===== config.mk =====
export PLATFORM = sky130hd
export DESIGN_NAME = mem_wb_skid_register
export DESIGN_NICKNAME = d
export VERILOG_FILES = /design/src/rtl/mem_wb_skid_register.sv
export SDC_FILE = /design/constraint.sdc
export NUM_CORES = 1
export LEC_CHECK = 0
export CAP_MARGIN = 20
export CORE_UTILIZATION = 25
export DETAILED_ROUTE_END_ITERATION = 7
export GPL_TIMING_DRIVEN = 0
export SYNTH_ARGS = -nofsm -noshare
export SYNTH_HDL_FRONTEND = slang
export SYNTH_SLANG_ARGS = --single-unit

===== constraint.sdc =====
create_clock -name clk -period 1.9 [get_ports clk]
set_input_delay 0.38 -clock clk [delete_from_list [all_inputs] [get_ports clk]]
set_output_delay 0.38 -clock clk [all_outputs]
set_load 0.1 [all_outputs]

===== src/rtl/mem_wb_skid_register.sv =====
// mem_wb_skid_register: MEM/WB pipeline register with a valid/ready handshake,
// a 2-entry skid buffer and a bubble-inserting flush.
//
// Optional build macro: MEM_WB_STAT_CNT_EN
//   defined   -> stall_cnt / bubble_cnt are saturating statistics counters
//   undefined -> both counters are tied to 0 and no counter flops exist
//
// state | meaning
// ------+-------------------------------------------------------------
// EMPTY | nothing held, outputs invalid, ready for a new payload
// ONE   | main entry holds the payload on the outputs, skid empty
// FULL  | main entry on the outputs, skid holds the next payload,
//       | upstream is stalled (in_ready = 0)
//
// The state encoding is chosen so that bit 0 is main_v and bit 1 is skid_v.
// out_valid and in_ready therefore come straight from flops, and out_ready
// never reaches in_ready combinationally.

module mem_wb_skid_register #(
  parameter int DATA_W = 32,
  parameter int DEST_W = 4,
  parameter int CNT_W  = 16
) (
  input  logic              clk,
  input  logic              rst,
  input  logic              flush,

  input  logic              in_valid,
  output logic              in_ready,
  input  logic              wb_en_in,
  input  logic              mem_r_en_in,
  input  logic [DATA_W-1:0] alu_result_in,
  input  logic [DATA_W-1:0] mem_read_value_in,
  input  logic [DEST_W-1:0] dest_in,

  output logic              out_valid,
  input  logic              out_ready,
  output logic              wb_en,
  output logic              mem_r_en,
  output logic [DATA_W-1:0] alu_result,
  output logic [DATA_W-1:0] mem_read_value,
  output logic [DEST_W-1:0] dest,

  output logic [CNT_W-1:0]  stall_cnt,
  output logic [CNT_W-1:0]  bubble_cnt
);

  // Payload packing: {wb_en, mem_r_en, alu_result, mem_read_value, dest}
  localparam int PW = 2 + 2 * DATA_W + DEST_W;

  typedef enum logic [1:0] {
    EMPTY = 2'b00,
    ONE   = 2'b01,
    FULL  = 2'b11
  } state_t;

  state_t          state;
  logic [PW-1:0]   main_q;
  logic [PW-1:0]   skid_q;
  logic [PW-1:0]   in_payload;
  logic            main_v;
  logic            skid_v;
  logic            in_fire;
  logic            out_fire;
  logic            main_wb_en;

  assign main_v = state[0];
  assign skid_v = state[1];

  assign in_payload = {wb_en_in, mem_r_en_in, alu_result_in, mem_read_value_in, dest_in};

  // rst gating keeps upstream from seeing a ready register while held in reset.
  assign in_ready  = rst & ~skid_v;
  assign out_valid = main_v;

  assign in_fire  = in_valid & in_ready;
  assign out_fire = out_valid & out_ready;

  // Handshake FSM: moves payloads between input, skid and main entries.
  // Flush only drops the valid bits; stale payload stays but wb_en is gated.
  always_ff @(posedge clk) begin
    if (!rst) begin
      state  <= EMPTY;
      main_q <= '0;
      skid_q <= '0;
    end else if (flush) begin
      state <= EMPTY;
    end else begin
      case (state)
        EMPTY: begin
          if (in_fire) begin
            main_q <= in_payload;
            state  <= ONE;
          end
        end
        ONE: begin
          if (in_fire && out_fire) begin
            main_q <= in_payload;
          end else if (in_fire) begin
            skid_q <= in_payload;
            state  <= FULL;
          end else if (out_fire) begin
            state <= EMPTY;
          end
        end
        FULL: begin
          if (out_fire) begin
            main_q <= skid_q;
            state  <= ONE;
          end
        end
        default: begin
          state <= EMPTY;
        end
      endcase
    end
  end

  assign {main_wb_en, mem_r_en, alu_result, mem_read_value, dest} = main_q;

  // A flushed or empty register must never request a register-file write.
  assign wb_en = main_wb_en & main_v;

`ifdef MEM_WB_STAT_CNT_EN
  logic [CNT_W-1:0] stall_q;
  logic [CNT_W-1:0] bubble_q;

  // Saturating statistics: cleared only by reset, flush leaves them alone.
  always_ff @(posedge clk) begin
    if (!rst) begin
      stall_q  <= '0;
      bubble_q <= '0;
    end else begin
      if (main_v && !out_ready && (stall_q != '1)) begin
        stall_q <= stall_q + CNT_W'(1);
      end
      if (!main_v && (bubble_q != '1)) begin
        bubble_q <= bubble_q + CNT_W'(1);
      end
    end
  end

  assign stall_cnt  = stall_q;
  assign bubble_cnt = bubble_q;
`else
  assign stall_cnt  = '0;
  assign bubble_cnt = '0;
`endif

endmodule


### Word-level counts from Yosys, hierarchy flattened

Cells that the tools add are included.

| operators by class | value |
|---|---|
| equal/unequal tests | 7 |
| mux-type cells | 10 |
| bitwise logic cells | 8 |
| reductions and logical operators | 7 |

Operators by type and width:

| cell | number |
|---|---|
| 70-bit two-way mux | 3 |
| 70-bit one-hot mux with 3 select lines | 1 |
| 2-bit two-way mux | 5 |
| 2-bit inequality test (second input constant) | 4 |
| 4-bit AND reduction | 2 |
| 2-bit one-hot mux with 3 select lines | 1 |
| 5-bit AND reduction | 1 |
| 1-bit bitwise AND | 4 |
| 1-bit NOT | 4 |
| 3-bit inequality test (second input constant) | 1 |
| 3-bit nonzero test | 1 |
| 2-bit by 1-bit == test with 1-bit output (second input constant) | 1 |
| 2-bit == test (second input constant) | 1 |
| 2-bit zero test | 1 |
| 2-bit OR reduction | 1 |
| 1-bit logical AND | 1 |

| word-level totals | value |
|---|---|
| flip-flop bits (word level) | 142 |
| output and inout bits | 104 |
| word-level logic and storage cells | 35 |

### Logic depth before layout (Yosys ltp)

| logic depth | value |
|---|---|
| depth after elaboration | 6 |
| depth in mapped cells | 8 |
| gate-level depth less buffers | 6 |

### Worst setup path before layout

Ideal clock, no wire load.

| path | value |
|---|---|
| path type | input -> output |
| start | input rst |
| end | output in_ready |
| arrival | 2376 ps |
| setup slack | -856 ps |
| stages | 4 |
| path buffers | 3 |
| path through | buf_2 -> buf_2 -> clkbuf_1 -> nor2b_1 |

| between the ends | value |
|---|---|
| cells in the longest elaborated chain, start to end | 1 |

RTL lines:

| element | RTL line | RTL |
|---|---|---|
| start: declaration | 25 | `input logic rst,` |
| 1-bit bitwise AND | 73 | `assign in_ready = rst & ~skid_v;` |
| end: declaration | 29 | `output logic in_ready,` |

No other way between the ends.

### Worst setup path after layout

| path | value |
|---|---|
| start | register main_q[22] |
| end | output mem_read_value[18] |

RTL lines:

| element | RTL line | RTL |
|---|---|---|
| start: declaration | 58 | `logic [PW-1:0] main_q;` |
| start signal: assignment | 92 | `main_q <= in_payload;` |
| start signal: assignment | 98 | `main_q <= in_payload;` |
| start signal: assignment | 108 | `main_q <= skid_q;` |
| end: declaration | 41 | `output logic [DATA_W-1:0] mem_read_value,` |

No word-level cell between the ends.

==> results.toml <==
[die]
die_area_um2 = 28700
rows = 60
initial_core_util_pct = 25.7
core_um2 = 27300
chipHeight_um = 170
boundaryPins = 179
die_x_um = 170

[placement]
finalWeightedCongestion = 0.758
placed_cell_area_um2 = 9070
placed_cells_incl_taps = 1365
hpwlAfterDp_mm = 13.3
io_buffer_count = 146

[pwr]
peakVddDrop_mv = 0.488
pwr_density_cell_nw_per_um2 = 836
leakage_nw = 4.25

[clock_tree]
htree_num_levels = 4
numClockSinks = 142
clock_slew_at_reported_path_ffs_ns = 0.06
clk_root_buffer_cell = "sky130_fd_sc_hd__clkbuf_16"
cts-root-to-sink-buffers = 2
clk-insertion-delay-late_ns = 0.41
cts_made_buffers = 17
cts_tree = "yes"

[flow_run]
max-cap-violations = 0

[worst_setup_path]
worst_setup_path_end_kind = "output pin"
r2r-start = "state[1]"
r2r-end = "skid_q[14]"
worst-r2r-setup-slack_ns = 0.15
worst-r2r-cell-count = 9
worst-endpoint-arrival_ns = 1.46
crit_path_start_kind = "register"
crit_path_end = "mem_read_value[18]"
critical_path.startpoint = "main_q[22]"
critical_path.max_fanout = 2
crit_path_class = "register to output pin"
cp_data_required_time_ns = 1.52

[global_route]
global_route_wire_length_before_repair_mm = 29.2
grt.overflow.total = 0
grt.total_usage_pct = 13.1
maximum_number_of_pins_on_one_net_before_global_route_repair = 17
via_count_of_the_first_global_routing_pass = 5515
antenna_found_initial = 0

[finish]
finish.net_count = 1094
layout_cells_sized_above_1_pct = 30.6
postLayoutCoreUtil_pct = 36.2
top_library_cells_by_usage_in_the_layout_fill_and_taps_aside = "sky130_fd_sc_hd__nand2_1, sky130_fd_sc_hd__dfxtp_1, sky130_fd_sc_hd__buf_4"
mostFrequentLayoutCell = "sky130_fd_sc_hd__nand2_1"
area_growth_pct = 40.7
instances_no_fill = 1398
filler_cell_count = 2772
post-route-cell-area_um2 = 9870
antenna_cells = 0

[detailed_routing]
routed_via_count_divided_by_cell_count = 4.03
detailroute.via_count = 5638
postRouteWirelength_mm = 18.6
route.antenna.remaining_nets = 0
route.detailed.drc = 0
first_iter_violations = 205
first_pass_iters = 5
route.detailed.wl_per_inst_um = 13.3

[logic_synthesis]
synth_cell_types = 23
syn-mean-instance-area_um2 = 8.60
seq_area_frac_synth_pct = 40.5
total_number_of_yosys_warnings = 0
synthDominantCellAreaShare_pct = 40.5
synth.top_cells.by_area = "sky130_fd_sc_hd__dfxtp_1, sky130_fd_sc_hd__nand2_1, sky130_fd_sc_hd__buf_4"
yosys.area.top_type = "sky130_fd_sc_hd__dfxtp_1"
ys_ff_latch = 142
syn-cell-area_um2 = 7010
post_synth_inst_count = 816

[timing]
maxClockFrequency_mhz = 544
final_max_slew_viol_count = 0
min_period_ns = 1.84
setup-violations-final = 0
clock_skew_ns = 0.00728
timing_hold_violations_final = 0
finalCritPeriodShare_pct = 96.7
worst_pin_slew_ns = 0.709
fin_hold_ws_ns = 0.446
max_slew_margin_pct = 52.8
rsz0062_at_grt = "false"

[min_path]
class_of_the_most_critical_hold_timing_path = "register to register"

[outcome]
run_status = "finished clean"
[worst max-delay path, stage by stage, from the launching register on]
cell                              delay, ns
sky130_fd_sc_hd__dfxtp_1               0.38
sky130_fd_sc_hd__buf_4                 0.12
sky130_fd_sc_hd__clkdlybuf4s15_2       0.54
[registers in the layout (all words and copies together), names as in the netlist]
signal,count
skid_q,70
state,2
main_q,70
[metrics by stage]
step / setup TNS (ns) / power, mW / worst slack [ns]
after floorplan: 0 / 4.49 / 0.0677
after global placement: -57.04 / 4.91 / -1.64
after detailed placement: -63.01 / 4.92 / -1.66
after CTS: 0 / 8.39 / 0.000344
after global routing: 0 / 8.59 / 0.000179
final: 0 / 8.25 / 0.0634
[synth_stat cells]
cell type,instances
sky130_fd_sc_hd__nand4b_1,1
sky130_fd_sc_hd__buf_4,109
sky130_fd_sc_hd__clkbuf_1,26
sky130_fd_sc_hd__nand3b_1,2
sky130_fd_sc_hd__ha_1,5
sky130_fd_sc_hd__o21ai_1,11
sky130_fd_sc_hd__nor2_1,1
sky130_fd_sc_hd__mux2i_1,72
sky130_fd_sc_hd__buf_6,8
sky130_fd_sc_hd__nor3b_2,1
sky130_fd_sc_hd__nor2b_1,2
sky130_fd_sc_hd__o21ai_0,61
sky130_fd_sc_hd__nand2_1,279
sky130_fd_sc_hd__xor2_1,1
sky130_fd_sc_hd__buf_2,12
sky130_fd_sc_hd__nand3_1,6
sky130_fd_sc_hd__conb_1,1
sky130_fd_sc_hd__and2_1,1
sky130_fd_sc_hd__inv_1,3
sky130_fd_sc_hd__a22oi_1,1
sky130_fd_sc_hd__mux2_2,70
sky130_fd_sc_hd__dfxtp_1,142
sky130_fd_sc_hd__or3_1,1
[layout make-up]
type                    instances  area [µm²]  share of cell area, %
multi-input cells             547        3230                   32.7
plain buffers                 154        1140                   11.5
flip-flops and latches        142        2850                   28.9
inverters                       3        11.3                  0.114
well taps                     372         465                   4.72
clock buffers                  23         488                   4.94
clock inverters                 8         106                   1.08
repair buffers                149        1580                   16.0
[where the power goes]
group / internal [mW] / switching (mW) / total, mW
logic: 0.557 / 1.16 / 1.72
registers: 3.07 / 0.0499 / 3.12
clock network: 2.08 / 1.34 / 3.41
[layer usage]
metal / global-route usage, % / vias up / part of all wire [%] / wire length (µm)
met4: 4.15 / 0 / 1.3 / 250
met1: 16.5 / 2545 / 47 / 8710
met3: 3.33 / 16 / 5.4 / 1010
met5: 0 / - / 0 / 0
li1: - / 2924 / - / -
met2: 21.8 / 153 / 46 / 8590
[cells by family (layout without fill, tap and decap cells)]
logic type	after synthesis	after routing	synth area share, %
AOI/OAI and AO/OA	73	73	5.24
xor gates and xnor gates	1	1	0.125
adders and majority gates	5	5	0.892
DFF	142	142	40.5
and+or+nand+nor	294	294	16.3
other	1	32	0.0535
muxes	142	142	21.5
buffers and inverters	158	337	15.4
[how the worst min path moves through the flow]
stage                from          to  cells after the start
2_1_floorplan   skid_q[0]   skid_q[0]                      2
3_3_place_gp   skid_q[63]  skid_q[63]                      2
3_5_place_dp    skid_q[0]   skid_q[0]                      2
4_1_cts         skid_q[5]   skid_q[5]                      2
5_1_grt        skid_q[55]  skid_q[55]                      2
6_report       skid_q[55]  skid_q[55]                      2
[repair_timing]
action / 4_1_cts / 5_1_grt
hold buffers: 0 / 0
pin swaps: 2 / 2
gates resized for setup: 244 / 8
buffers inserted: 3 / 0
endpoints found under the setup margin: 214 / 125
Power figures use the tool's default switching activity.
